--- config.mk ---
export PLATFORM = sky130hd
export DESIGN_NAME = instr_exec_unit_flat
export DESIGN_NICKNAME = d
export VERILOG_FILES = /design/src/rtl/instr_exec_unit_if.sv /design/src/rtl/instr_exec_unit.sv /design/src/flat_wrapper.sv
export SDC_FILE = /design/constraint.sdc
export NUM_CORES = 1
export LEC_CHECK = 0
export CAP_MARGIN = 20
export CORE_MARGIN = 5
export CORE_UTILIZATION = 35
export CTS_CLUSTER_SIZE = 14
export DETAILED_ROUTE_END_ITERATION = 8
export HOLD_SLACK_MARGIN = 0.1
export PLACE_DENSITY = 0.54
export SYNTH_ARGS = -nofsm -noshare
export SYNTH_HDL_FRONTEND = slang
export SYNTH_SLANG_ARGS = --single-unit
--- constraint.sdc ---
create_clock -name clk -period 5.6 [get_ports clk]
set_clock_uncertainty 0.15 [all_clocks]
set_input_delay 1.12 -clock clk [delete_from_list [all_inputs] [get_ports clk]]
set_output_delay 1.12 -clock clk [all_outputs]
set_load 0.1 [all_outputs]
--- src/rtl/instr_exec_unit_if.sv ---
// -----------------------------------------------------------------------------
// instr_exec_unit_if
//   Bundles the command, instruction-register read bus and result channel of
//   the instruction execute stage.
//
//   Instruction word layout (MSB..LSB): {opc[OPC_W], op_a[OPND_W],
//   op_b[OPND_W], rezultat[RES_W]}.
//
//   Signals
//     start, start_addr, count  : run command (count 0..2**ADDR_W)
//     read_pointer              : address to the instruction register
//     instruction_word          : word read back from the instruction register
//     res_valid / res_ready     : result handshake
//     res_addr, res_opc, res_data : result payload
//     busy, done                : run status
//
//   Modports
//     master : the execute unit (drives read_pointer, results and status)
//     slave  : the environment (drives command, instruction word, res_ready)
// -----------------------------------------------------------------------------
interface instr_exec_unit_if #(
  parameter int ADDR_W = 5,
  parameter int OPND_W = 32,
  parameter int RES_W  = 64,
  parameter int OPC_W  = 4
);
  localparam int WORD_W = OPC_W + 2 * OPND_W + RES_W;

  logic                start;
  logic [ADDR_W-1:0]   start_addr;
  logic [ADDR_W:0]     count;
  logic [ADDR_W-1:0]   read_pointer;
  logic [WORD_W-1:0]   instruction_word;
  logic                res_valid;
  logic                res_ready;
  logic [ADDR_W-1:0]   res_addr;
  logic [OPC_W-1:0]    res_opc;
  logic [RES_W-1:0]    res_data;
  logic                busy;
  logic                done;

  modport master (
    input  start, start_addr, count, instruction_word, res_ready,
    output read_pointer, res_valid, res_addr, res_opc, res_data, busy, done
  );

  modport slave (
    output start, start_addr, count, instruction_word, res_ready,
    input  read_pointer, res_valid, res_addr, res_opc, res_data, busy, done
  );
endinterface

--- src/rtl/instr_exec_unit.sv ---
// -----------------------------------------------------------------------------
// instr_exec_unit
//   Execute stage behind the instruction register. A start command walks
//   count consecutive register locations (wrapping modulo 2**ADDR_W) from
//   start_addr. Each location is fetched, its opcode/operands captured, and
//   one signed result is emitted per instruction over a valid/ready handshake.
//
//   Opcodes (OPC_W = 4): 0 ZERO, 1 PASSA, 2 PASSB, 3 ADD, 4 SUB, 5 MULT,
//   6 DIV, 7 MOD; any other code yields 0 in a single cycle.
//   MULT/DIV/MOD run on a 32-step iterative engine over operand magnitudes,
//   with the sign applied at the end (DIV truncates toward zero, MOD takes the
//   dividend's sign, divide by zero gives 0).
//
//   Ports
//     clk      : clock, rising edge
//     reset_n  : asynchronous active-low reset (released synchronously)
//     bus      : instr_exec_unit_if.master (command, register bus, results)
//
//   Build option
//     INSTR_EXEC_FAST_MULT_EN : when defined, MULT is a single-cycle
//     combinational multiply and skips the iterative engine. Results are
//     identical in both builds; only MULT latency differs.
// -----------------------------------------------------------------------------
module instr_exec_unit #(
  parameter int ADDR_W = 5,
  parameter int OPND_W = 32,
  parameter int RES_W  = 64,
  parameter int OPC_W  = 4
) (
  input  logic                clk,
  input  logic                reset_n,
  instr_exec_unit_if.master   bus
);

  localparam int ITER_W  = $clog2(OPND_W);
  localparam int OPB_LSB = RES_W;
  localparam int OPA_LSB = RES_W + OPND_W;
  localparam int OPC_LSB = RES_W + 2 * OPND_W;
  localparam int EXT_W   = RES_W - OPND_W;

  localparam logic [OPC_W-1:0] OPC_ZERO  = OPC_W'(0);
  localparam logic [OPC_W-1:0] OPC_PASSA = OPC_W'(1);
  localparam logic [OPC_W-1:0] OPC_PASSB = OPC_W'(2);
  localparam logic [OPC_W-1:0] OPC_ADD   = OPC_W'(3);
  localparam logic [OPC_W-1:0] OPC_SUB   = OPC_W'(4);
  localparam logic [OPC_W-1:0] OPC_MULT  = OPC_W'(5);
  localparam logic [OPC_W-1:0] OPC_DIV   = OPC_W'(6);
  localparam logic [OPC_W-1:0] OPC_MOD   = OPC_W'(7);

  localparam logic [ITER_W-1:0] ITER_LAST = ITER_W'(OPND_W - 1);

  typedef enum logic [2:0] {
    S_IDLE,
    S_FETCH,
    S_CAPTURE,
    S_EXEC,
    S_OUT
  } state_t;

  // ---------------------------------------------------------------------------
  // State
  // ---------------------------------------------------------------------------
  state_t              state_reg, state_next;
  logic [ADDR_W-1:0]   ptr_reg, ptr_next;
  logic [ADDR_W:0]     remaining_reg, remaining_next;
  logic [ADDR_W-1:0]   rp_reg, rp_next;
  logic [ADDR_W-1:0]   res_addr_reg, res_addr_next;
  logic [OPC_W-1:0]    res_opc_reg, res_opc_next;
  logic [RES_W-1:0]    res_data_reg, res_data_next;
  logic                done_reg, done_next;

  // Iterative engine: shr holds the multiplier (MULT) or the dividend being
  // shifted into the quotient (DIV/MOD).
  logic                sign_a_reg, sign_a_next;
  logic                sign_b_reg, sign_b_next;
  logic                b_zero_reg, b_zero_next;
  logic [RES_W-1:0]    mcand_reg, mcand_next;
  logic [RES_W-1:0]    acc_reg, acc_next;
  logic [OPND_W-1:0]   shr_reg, shr_next;
  logic [OPND_W-1:0]   rem_reg, rem_next;
  logic [OPND_W-1:0]   divisor_reg, divisor_next;
  logic [ITER_W-1:0]   iter_reg, iter_next;

  // ---------------------------------------------------------------------------
  // Instruction word fields
  // ---------------------------------------------------------------------------
  logic [OPC_W-1:0]    w_opc;
  logic [OPND_W-1:0]   w_a, w_b;
  logic [OPND_W-1:0]   w_mag_a, w_mag_b;
  logic [RES_W-1:0]    w_a_ext, w_b_ext;
  logic [RES_W-1:0]    w_simple_res;
  logic                w_iter;
  logic                unused_rezultat;

  assign w_opc = bus.instruction_word[OPC_LSB +: OPC_W];
  assign w_a   = bus.instruction_word[OPA_LSB +: OPND_W];
  assign w_b   = bus.instruction_word[OPB_LSB +: OPND_W];
  assign unused_rezultat = ^bus.instruction_word[RES_W-1:0];

  assign w_a_ext = {{EXT_W{w_a[OPND_W-1]}}, w_a};
  assign w_b_ext = {{EXT_W{w_b[OPND_W-1]}}, w_b};

  // Magnitudes fit unsigned OPND_W bits even for the most negative operand.
  assign w_mag_a = w_a[OPND_W-1] ? (~w_a + 1'b1) : w_a;
  assign w_mag_b = w_b[OPND_W-1] ? (~w_b + 1'b1) : w_b;

`ifdef INSTR_EXEC_FAST_MULT_EN
  assign w_iter = (w_opc == OPC_DIV) || (w_opc == OPC_MOD);
`else
  assign w_iter = (w_opc == OPC_MULT) || (w_opc == OPC_DIV) || (w_opc == OPC_MOD);
`endif

  always_comb begin
    w_simple_res = '0;
    case (w_opc)
      OPC_ZERO:  w_simple_res = '0;
      OPC_PASSA: w_simple_res = w_a_ext;
      OPC_PASSB: w_simple_res = w_b_ext;
      OPC_ADD:   w_simple_res = w_a_ext + w_b_ext;
      OPC_SUB:   w_simple_res = w_a_ext - w_b_ext;
`ifdef INSTR_EXEC_FAST_MULT_EN
      // Low RES_W bits of the sign-extended product equal the signed product.
      OPC_MULT:  w_simple_res = w_a_ext * w_b_ext;
`endif
      default:   w_simple_res = '0;
    endcase
  end

  // ---------------------------------------------------------------------------
  // One iteration of the engine and the sign-corrected final results
  // ---------------------------------------------------------------------------
  logic [RES_W-1:0]    mul_acc_step, mul_mcand_step;
  logic [OPND_W-1:0]   mul_shr_step;
  logic [OPND_W:0]     div_rsh;
  logic                div_ge;
  logic [OPND_W-1:0]   div_rem_step, div_shr_step;
  logic [RES_W-1:0]    q_ext, r_ext;
  logic [RES_W-1:0]    iter_result;

  always_comb begin
    mul_acc_step   = acc_reg + (shr_reg[0] ? mcand_reg : '0);
    mul_mcand_step = mcand_reg << 1;
    mul_shr_step   = shr_reg >> 1;

    // Restoring division: remainder stays below divisor, so the subtraction
    // result always fits in OPND_W bits.
    div_rsh      = {rem_reg, shr_reg[OPND_W-1]};
    div_ge       = (div_rsh >= {1'b0, divisor_reg});
    div_rem_step = div_ge ? (div_rsh[OPND_W-1:0] - divisor_reg) : div_rsh[OPND_W-1:0];
    div_shr_step = {shr_reg[OPND_W-2:0], div_ge};

    q_ext = {{EXT_W{1'b0}}, div_shr_step};
    r_ext = {{EXT_W{1'b0}}, div_rem_step};

    iter_result = '0;
    case (res_opc_reg)
      OPC_MULT: iter_result = (sign_a_reg ^ sign_b_reg) ? (~mul_acc_step + 1'b1) : mul_acc_step;
      OPC_DIV:  iter_result = b_zero_reg ? '0 :
                              ((sign_a_reg ^ sign_b_reg) ? (~q_ext + 1'b1) : q_ext);
      OPC_MOD:  iter_result = b_zero_reg ? '0 :
                              (sign_a_reg ? (~r_ext + 1'b1) : r_ext);
      default:  iter_result = '0;
    endcase
  end

  // ---------------------------------------------------------------------------
  // Next-state logic
  // ---------------------------------------------------------------------------
  always_comb begin
    state_next     = state_reg;
    ptr_next       = ptr_reg;
    remaining_next = remaining_reg;
    rp_next        = rp_reg;
    res_addr_next  = res_addr_reg;
    res_opc_next   = res_opc_reg;
    res_data_next  = res_data_reg;
    done_next      = 1'b0;
    sign_a_next    = sign_a_reg;
    sign_b_next    = sign_b_reg;
    b_zero_next    = b_zero_reg;
    mcand_next     = mcand_reg;
    acc_next       = acc_reg;
    shr_next       = shr_reg;
    rem_next       = rem_reg;
    divisor_next   = divisor_reg;
    iter_next      = iter_reg;

    case (state_reg)
      S_IDLE: begin
        if (bus.start) begin
          if (bus.count == '0) begin
            done_next = 1'b1;
          end else begin
            ptr_next       = bus.start_addr;
            remaining_next = bus.count;
            rp_next        = bus.start_addr;
            state_next     = S_FETCH;
          end
        end
      end

      // read_pointer is already stable; this cycle covers the register read.
      S_FETCH: begin
        state_next = S_CAPTURE;
      end

      S_CAPTURE: begin
        res_addr_next = ptr_reg;
        res_opc_next  = w_opc;
        sign_a_next   = w_a[OPND_W-1];
        sign_b_next   = w_b[OPND_W-1];
        b_zero_next   = (w_b == '0);
        mcand_next    = {{EXT_W{1'b0}}, w_mag_a};
        acc_next      = '0;
        shr_next      = (w_opc == OPC_MULT) ? w_mag_b : w_mag_a;
        rem_next      = '0;
        divisor_next  = w_mag_b;
        iter_next     = '0;
        if (w_iter) begin
          state_next = S_EXEC;
        end else begin
          res_data_next = w_simple_res;
          state_next    = S_OUT;
        end
      end

      S_EXEC: begin
        if (res_opc_reg == OPC_MULT) begin
          acc_next   = mul_acc_step;
          mcand_next = mul_mcand_step;
          shr_next   = mul_shr_step;
        end else begin
          rem_next = div_rem_step;
          shr_next = div_shr_step;
        end
        iter_next = iter_reg + 1'b1;
        if (iter_reg == ITER_LAST) begin
          res_data_next = iter_result;
          state_next    = S_OUT;
        end
      end

      S_OUT: begin
        if (bus.res_ready) begin
          ptr_next       = ptr_reg + 1'b1;
          remaining_next = remaining_reg - 1'b1;
          if (remaining_reg == (ADDR_W+1)'(1)) begin
            done_next  = 1'b1;
            state_next = S_IDLE;
          end else begin
            rp_next    = ptr_reg + 1'b1;
            state_next = S_FETCH;
          end
        end
      end

      default: begin
        state_next = S_IDLE;
      end
    endcase
  end

  // ---------------------------------------------------------------------------
  // State register
  // ---------------------------------------------------------------------------
  always_ff @(posedge clk or negedge reset_n) begin
    if (!reset_n) begin
      state_reg     <= S_IDLE;
      ptr_reg       <= '0;
      remaining_reg <= '0;
      rp_reg        <= '0;
      res_addr_reg  <= '0;
      res_opc_reg   <= OPC_ZERO;
      res_data_reg  <= '0;
      done_reg      <= 1'b0;
      sign_a_reg    <= 1'b0;
      sign_b_reg    <= 1'b0;
      b_zero_reg    <= 1'b0;
      mcand_reg     <= '0;
      acc_reg       <= '0;
      shr_reg       <= '0;
      rem_reg       <= '0;
      divisor_reg   <= '0;
      iter_reg      <= '0;
    end else begin
      state_reg     <= state_next;
      ptr_reg       <= ptr_next;
      remaining_reg <= remaining_next;
      rp_reg        <= rp_next;
      res_addr_reg  <= res_addr_next;
      res_opc_reg   <= res_opc_next;
      res_data_reg  <= res_data_next;
      done_reg      <= done_next;
      sign_a_reg    <= sign_a_next;
      sign_b_reg    <= sign_b_next;
      b_zero_reg    <= b_zero_next;
      mcand_reg     <= mcand_next;
      acc_reg       <= acc_next;
      shr_reg       <= shr_next;
      rem_reg       <= rem_next;
      divisor_reg   <= divisor_next;
      iter_reg      <= iter_next;
    end
  end

  // ---------------------------------------------------------------------------
  // Outputs
  // ---------------------------------------------------------------------------
  assign bus.read_pointer = rp_reg;
  assign bus.res_valid    = (state_reg == S_OUT);
  assign bus.res_addr     = res_addr_reg;
  assign bus.res_opc      = res_opc_reg;
  assign bus.res_data     = res_data_reg;
  assign bus.busy         = (state_reg != S_IDLE);
  assign bus.done         = done_reg;

endmodule

--- src/flat_wrapper.sv ---
// flat-port wrapper written by rule: the top's interface ports become plain ports
module instr_exec_unit_flat 
#(
  parameter int ADDR_W = 5,
  parameter int OPND_W = 32,
  parameter int RES_W  = 64,
  parameter int OPC_W  = 4
)
  (clk, reset_n, bus_start, bus_start_addr, bus_count, bus_instruction_word, bus_res_ready, bus_read_pointer, bus_res_valid, bus_res_addr, bus_res_opc, bus_res_data, bus_busy, bus_done);
  instr_exec_unit_if #(.ADDR_W(ADDR_W), .OPND_W(OPND_W), .RES_W(RES_W), .OPC_W(OPC_W)) bus_i ();
  input  logic clk;
  input  logic reset_n;
  input wire logic [$bits(bus_i.start)-1:0] bus_start;
  input wire logic [$bits(bus_i.start_addr)-1:0] bus_start_addr;
  input wire logic [$bits(bus_i.count)-1:0] bus_count;
  input wire logic [$bits(bus_i.instruction_word)-1:0] bus_instruction_word;
  input wire logic [$bits(bus_i.res_ready)-1:0] bus_res_ready;
  output wire logic [$bits(bus_i.read_pointer)-1:0] bus_read_pointer;
  output wire logic [$bits(bus_i.res_valid)-1:0] bus_res_valid;
  output wire logic [$bits(bus_i.res_addr)-1:0] bus_res_addr;
  output wire logic [$bits(bus_i.res_opc)-1:0] bus_res_opc;
  output wire logic [$bits(bus_i.res_data)-1:0] bus_res_data;
  output wire logic [$bits(bus_i.busy)-1:0] bus_busy;
  output wire logic [$bits(bus_i.done)-1:0] bus_done;
  assign bus_i.start = bus_start;
  assign bus_i.start_addr = bus_start_addr;
  assign bus_i.count = bus_count;
  assign bus_i.instruction_word = bus_instruction_word;
  assign bus_i.res_ready = bus_res_ready;
  assign bus_read_pointer = bus_i.read_pointer;
  assign bus_res_valid = bus_i.res_valid;
  assign bus_res_addr = bus_i.res_addr;
  assign bus_res_opc = bus_i.res_opc;
  assign bus_res_data = bus_i.res_data;
  assign bus_busy = bus_i.busy;
  assign bus_done = bus_i.done;
  instr_exec_unit #(.ADDR_W(ADDR_W), .OPND_W(OPND_W), .RES_W(RES_W), .OPC_W(OPC_W)) u_core (.clk(clk), .reset_n(reset_n), .bus(bus_i));
endmodule
==> metrics.log <==
[metrics] I/O pin total: roughly 230
[metrics] Hold Violations, Final: 0
[metrics] routability congestion estimate from global placement: between 0.9 and 1
[metrics] yosys warns: 0
[metrics] pwr/cell area: slightly below 500 nW/um^2
[metrics] synthesis-to-finish area growth: 21.23%
[metrics] leak pwr: around 15 nW
[metrics] Post-Synthesis Net Count: 4,196
[metrics] post-synthesis cell count: 3,906
[metrics] element type at the critical path end: flop
[metrics] number of flops mapped to enable cells by yosys: 0
[metrics] number of antenna violations at the first check in global routing: 0
[metrics] post-DR vias/cell: 5.812
[metrics] largest fanout of any net on the critical path: 7
[metrics] Slew Limit Fails: 0
[metrics] placed cell count: about 5,200
[metrics] GRT Overall Usage: 0.2454
[metrics] number of violations reported at the end of detailed-routing iteration 0: roughly 2,900
[metrics] antenna-violating nets left: 0
[metrics] summed negative setup slack over all endpoints: -0.7865 ns
[metrics] Layout Nets: between 4,000 and 5,000
[metrics] global route total overflow: 0
[metrics] maximum vdd ir drop: ~0.46 mV
[metrics] aggregate routed wire length: between 100,000 and 150,000 um
[metrics] initial standard-cell utilization of the core: 0.3522
[metrics] violations in the final reports: setup timing
[metrics] H-Tree Depth: 2
[metrics] average routed wire per standard cell: 21.71 um
[metrics] worst-margin pin slew: ~1.2 ns
[metrics] Clock Tree Buf Depth: 3
[metrics] HPWL after detailed placement: between 80,000 and 90,000 um
[metrics] arrival time of the worst setup path: ~6 ns
[metrics] row count: ~110
[metrics] wire length of the first global-routing pass: around 180,000 um
[metrics] vias after detailed routing: about 31,000
[metrics] worst hold margin: about 0.33 ns
[metrics] number of max-cap violations: 0
[metrics] Register-to-Register Path Depth: 19
[metrics] fraction of the cycle the final worst path needs: 1.012
[metrics] distinct cell type count of the synthesized netlist: approximately 110
[metrics] final std cells w/o fill: 5,272
[metrics] Die Span Y: approximately 300 um
[metrics] count of input and output buffers: 163
[metrics] first-pass detailed-route iteration total: 9
[metrics] worst endpoint required time: 5.92 ns
[metrics] count of final setup violators: 26
[metrics] dominant synthesized flop cell: sky130_fd_sc_hd__dfrtp_1
[metrics] max frequency: about 180 MHz
[metrics] post-cts hold buffer count: 0
[metrics] critical path launch point type: input pin
[metrics] number of flip-flops and latches in the synthesized netlist: about 330
[metrics] number of filler instances in the final layout: 8,634
[metrics] Post-route DRC: 0
[metrics] die area: approximately 90,000 um^2
[metrics] worst-case setup slack after placement: -1.028 ns
[metrics] later-pin clock latency in the skew report: ~0.6 ns
[metrics] TritonCTS Sinks: ~330
[metrics] mean instance size in the synthesized netlist: ~7.5 um^2
[metrics] CORE AREA: around 84,000 um^2
[metrics] slack of the worst reg-to-reg path: 0 ns
[metrics] master cell of the clock root buffer: sky130_fd_sc_hd__clkbuf_16
[metrics] share of post-route cells with drive strength above 1: 0.1269
[metrics] RSZ-0062 raised after global routing: yes
[metrics] share of flip-flops with an asynchronous set or reset: 1.000
[metrics] register clock-pin slew on the reported worst setup and hold paths: ~0.06 ns
[metrics] type of the tightest min-delay check: flop to flop
[metrics] area of the mapped netlist: between 20,000 and 30,000 um^2
[metrics] Seq/Total Area, Yosys: 0.2764
[metrics] die span in x: 300.0 um
[metrics] CTS tree: done
[metrics] minimum clock period: 5.666 ns
[metrics] ant diodes: 0
[metrics] cell depth of the worst hold path: 2
[metrics] number of buffers created by CTS: 44
[metrics] fin worst setup slack: -0.06613 ns
[metrics] slew margin rel.: 0.2236
[metrics] path type of the worst setup path: input pin to flop
[metrics] maximum number of pins on one net before global-route repair: 138
[metrics] outcome: finished with violations
[metrics] vias in the first global route: around 29,000
==> cell families (layout without fill, tap and decap cells) <==
kind of cell,Yosys count,in the layout,synth area share
simple gates,1513,1514,0.2426
compound gates,1214,1214,0.2633
buf+inv,360,645,0.04873
flops,325,325,0.2764
fa+ha+maj,143,143,0.06157
xor+xnor,297,297,0.08840
mux,54,54,0.01896
==> through the flow <==
step | power [mW] | utilization | area, um^2
after floorplan | 10.58 | - | 29460
after global placement | 13.90 | 0.4053 | 33870
after detailed placement | 13.93 | 0.4053 | 33870
after CTS | 17.18 | 0.4259 | 35580
after global routing | 18.23 | 0.4269 | 35670
final | 17.24 | 0.4269 | 35670
==> critical path, stage by stage <==
cell and delay (ns):
sky130_fd_sc_hd__buf_6 0.09, sky130_fd_sc_hd__or4_4 0.57, sky130_fd_sc_hd__or4_4 0.45, sky130_fd_sc_hd__or3_4 0.34, sky130_fd_sc_hd__or3_4 0.34, sky130_fd_sc_hd__or3_4 0.39, sky130_fd_sc_hd__or3_4 0.41, sky130_fd_sc_hd__nor3_2 0.18
sky130_fd_sc_hd__ha_1 0.25, sky130_fd_sc_hd__nand2_1 0.05, sky130_fd_sc_hd__o21ai_1 0.07, sky130_fd_sc_hd__ha_1 0.31, sky130_fd_sc_hd__o21a_1 0.13, sky130_fd_sc_hd__nor2_2 0.04, sky130_fd_sc_hd__a21oi_2 0.18, sky130_fd_sc_hd__mux2i_4 0.40
sky130_fd_sc_hd__nand2_4 0.11, sky130_fd_sc_hd__buf_6 0.17, sky130_fd_sc_hd__nor2_4 0.13, sky130_fd_sc_hd__buf_8 0.16, sky130_fd_sc_hd__a31oi_4 0.09
==> layout by cell type (no fill, tap or decap), types with 41 or more instances in the layout <==
master	count
sky130_fd_sc_hd__inv_1	81
sky130_fd_sc_hd__clkbuf_16	45
sky130_fd_sc_hd__ha_1	139
sky130_fd_sc_hd__nand3_1	183
sky130_fd_sc_hd__xor2_1	160
sky130_fd_sc_hd__dfrtp_1	324
sky130_fd_sc_hd__clkdlybuf4s50_1	147
sky130_fd_sc_hd__a31oi_1	57
sky130_fd_sc_hd__o21ai_0	369
sky130_fd_sc_hd__or3_1	49
sky130_fd_sc_hd__a21oi_1	284
sky130_fd_sc_hd__and2_1	87
sky130_fd_sc_hd__nand4_1	56
sky130_fd_sc_hd__mux2i_1	49
sky130_fd_sc_hd__nand2_1	613
sky130_fd_sc_hd__buf_4	310
sky130_fd_sc_hd__nor3_1	63
sky130_fd_sc_hd__o21a_1	41
sky130_fd_sc_hd__a21o_1	51
sky130_fd_sc_hd__nor2_1	254
sky130_fd_sc_hd__xnor2_1	135
==> layout make-up <==
class	count	area, um^2	area share
clock buffer	60	1262	0.03539
clock inverter	16	299.0	0.008383
inverter	83	311.5	0.008734
multi-input combinational	3222	20160	0.5652
sequential	325	8134	0.2280
tap	1080	1351	0.03788
timing repair buffer	486	4150	0.1163
==> what timing repair did <==
item	4_1_cts	5_1_grt
gates resized for setup	50	43
gates cloned	2	0
pin swaps	31	26
setup endpoints to repair	33	40
buffers inserted	6	3
==> power by group <==
group          internal [mW]  switching [mW]  total, mW  leakage, nW
clock                   1.90            1.19       3.09        0.754
sequential              3.03           0.693       3.72         4.18
combinational           3.31            7.11       10.4         10.5
==> synth_stat cells (9+ instances only) <==
library cell	number	area, um^2
sky130_fd_sc_hd__and4_1	13	113.9
sky130_fd_sc_hd__nor3_1	70	350.3
sky130_fd_sc_hd__dfrtp_1	325	8133
sky130_fd_sc_hd__nor2_1	262	983.4
sky130_fd_sc_hd__nand2_1	619	2323
sky130_fd_sc_hd__a21boi_0	9	67.56
sky130_fd_sc_hd__o221ai_1	25	219.0
sky130_fd_sc_hd__ha_1	140	1752
sky130_fd_sc_hd__o31ai_1	37	277.8
sky130_fd_sc_hd__buf_2	46	230.2
sky130_fd_sc_hd__a211oi_1	25	187.7
sky130_fd_sc_hd__or3_1	54	337.8
sky130_fd_sc_hd__o21ai_1	20	100.1
sky130_fd_sc_hd__nand2b_1	20	125.1
sky130_fd_sc_hd__xnor2_1	136	1191
sky130_fd_sc_hd__nor3b_1	10	75.07
sky130_fd_sc_hd__o21a_1	41	307.8
sky130_fd_sc_hd__a21oi_1	294	1471
sky130_fd_sc_hd__clkbuf_1	194	728.2
sky130_fd_sc_hd__xor2_1	161	1410
sky130_fd_sc_hd__a22oi_1	21	157.7
sky130_fd_sc_hd__or4_1	18	135.1
sky130_fd_sc_hd__o41ai_1	19	166.4
sky130_fd_sc_hd__a31oi_1	58	362.9
sky130_fd_sc_hd__o21ai_0	373	1867
sky130_fd_sc_hd__a41oi_1	10	87.58
sky130_fd_sc_hd__nor4_1	29	181.4
sky130_fd_sc_hd__nor2b_1	15	93.84
sky130_fd_sc_hd__and3_1	20	125.1
sky130_fd_sc_hd__inv_1	81	304.0
sky130_fd_sc_hd__or2_2	14	87.58
sky130_fd_sc_hd__buf_1	29	108.9
sky130_fd_sc_hd__nand4_1	56	350.3
sky130_fd_sc_hd__o22ai_1	23	143.9
sky130_fd_sc_hd__o211ai_1	31	232.7
sky130_fd_sc_hd__o21bai_1	14	105.1
sky130_fd_sc_hd__a211o_1	12	105.1
sky130_fd_sc_hd__nand3_1	183	915.9
sky130_fd_sc_hd__a222oi_1	35	350.3
sky130_fd_sc_hd__a21o_1	51	382.9
sky130_fd_sc_hd__and2_1	87	544.3
sky130_fd_sc_hd__mux2i_1	49	490.5
==> per-layer routing <==
metal	share of wire	global-route usage	vias up	wire, um
li1	-	-	14650	-
met2	0.45	0.3930	998	51550
met1	0.46	0.3512	14810	52610
met5	0	0	-	0
met4	0.032	0.07311	0	3709
met3	0.058	0.02527	177	6614
==> path summary, 6_finish.rpt <==
kind,from,end
worst max-delay path,bus_instruction_word[76],u_core.bus.res_data[52]$_DFFE_PN0P_
worst min-delay path,u_core.bus.res_addr[4]$_DFFE_PN0P_,u_core.bus.res_addr[4]$_DFFE_PN0P_
worst max register to register,u_core.divisor_reg[30]$_DFFE_PN0P_,u_core.bus.res_data[52]$_DFFE_PN0P_
worst min register to register,u_core.bus.res_addr[4]$_DFFE_PN0P_,u_core.bus.res_addr[4]$_DFFE_PN0P_
max in group asynchronous,reset_n,u_core.iter_reg[2]$_DFFE_PN0P_
min in group asynchronous,reset_n,u_core.acc_reg[6]$_DFFE_PN0P_
Power figures use the tool's default switching activity.
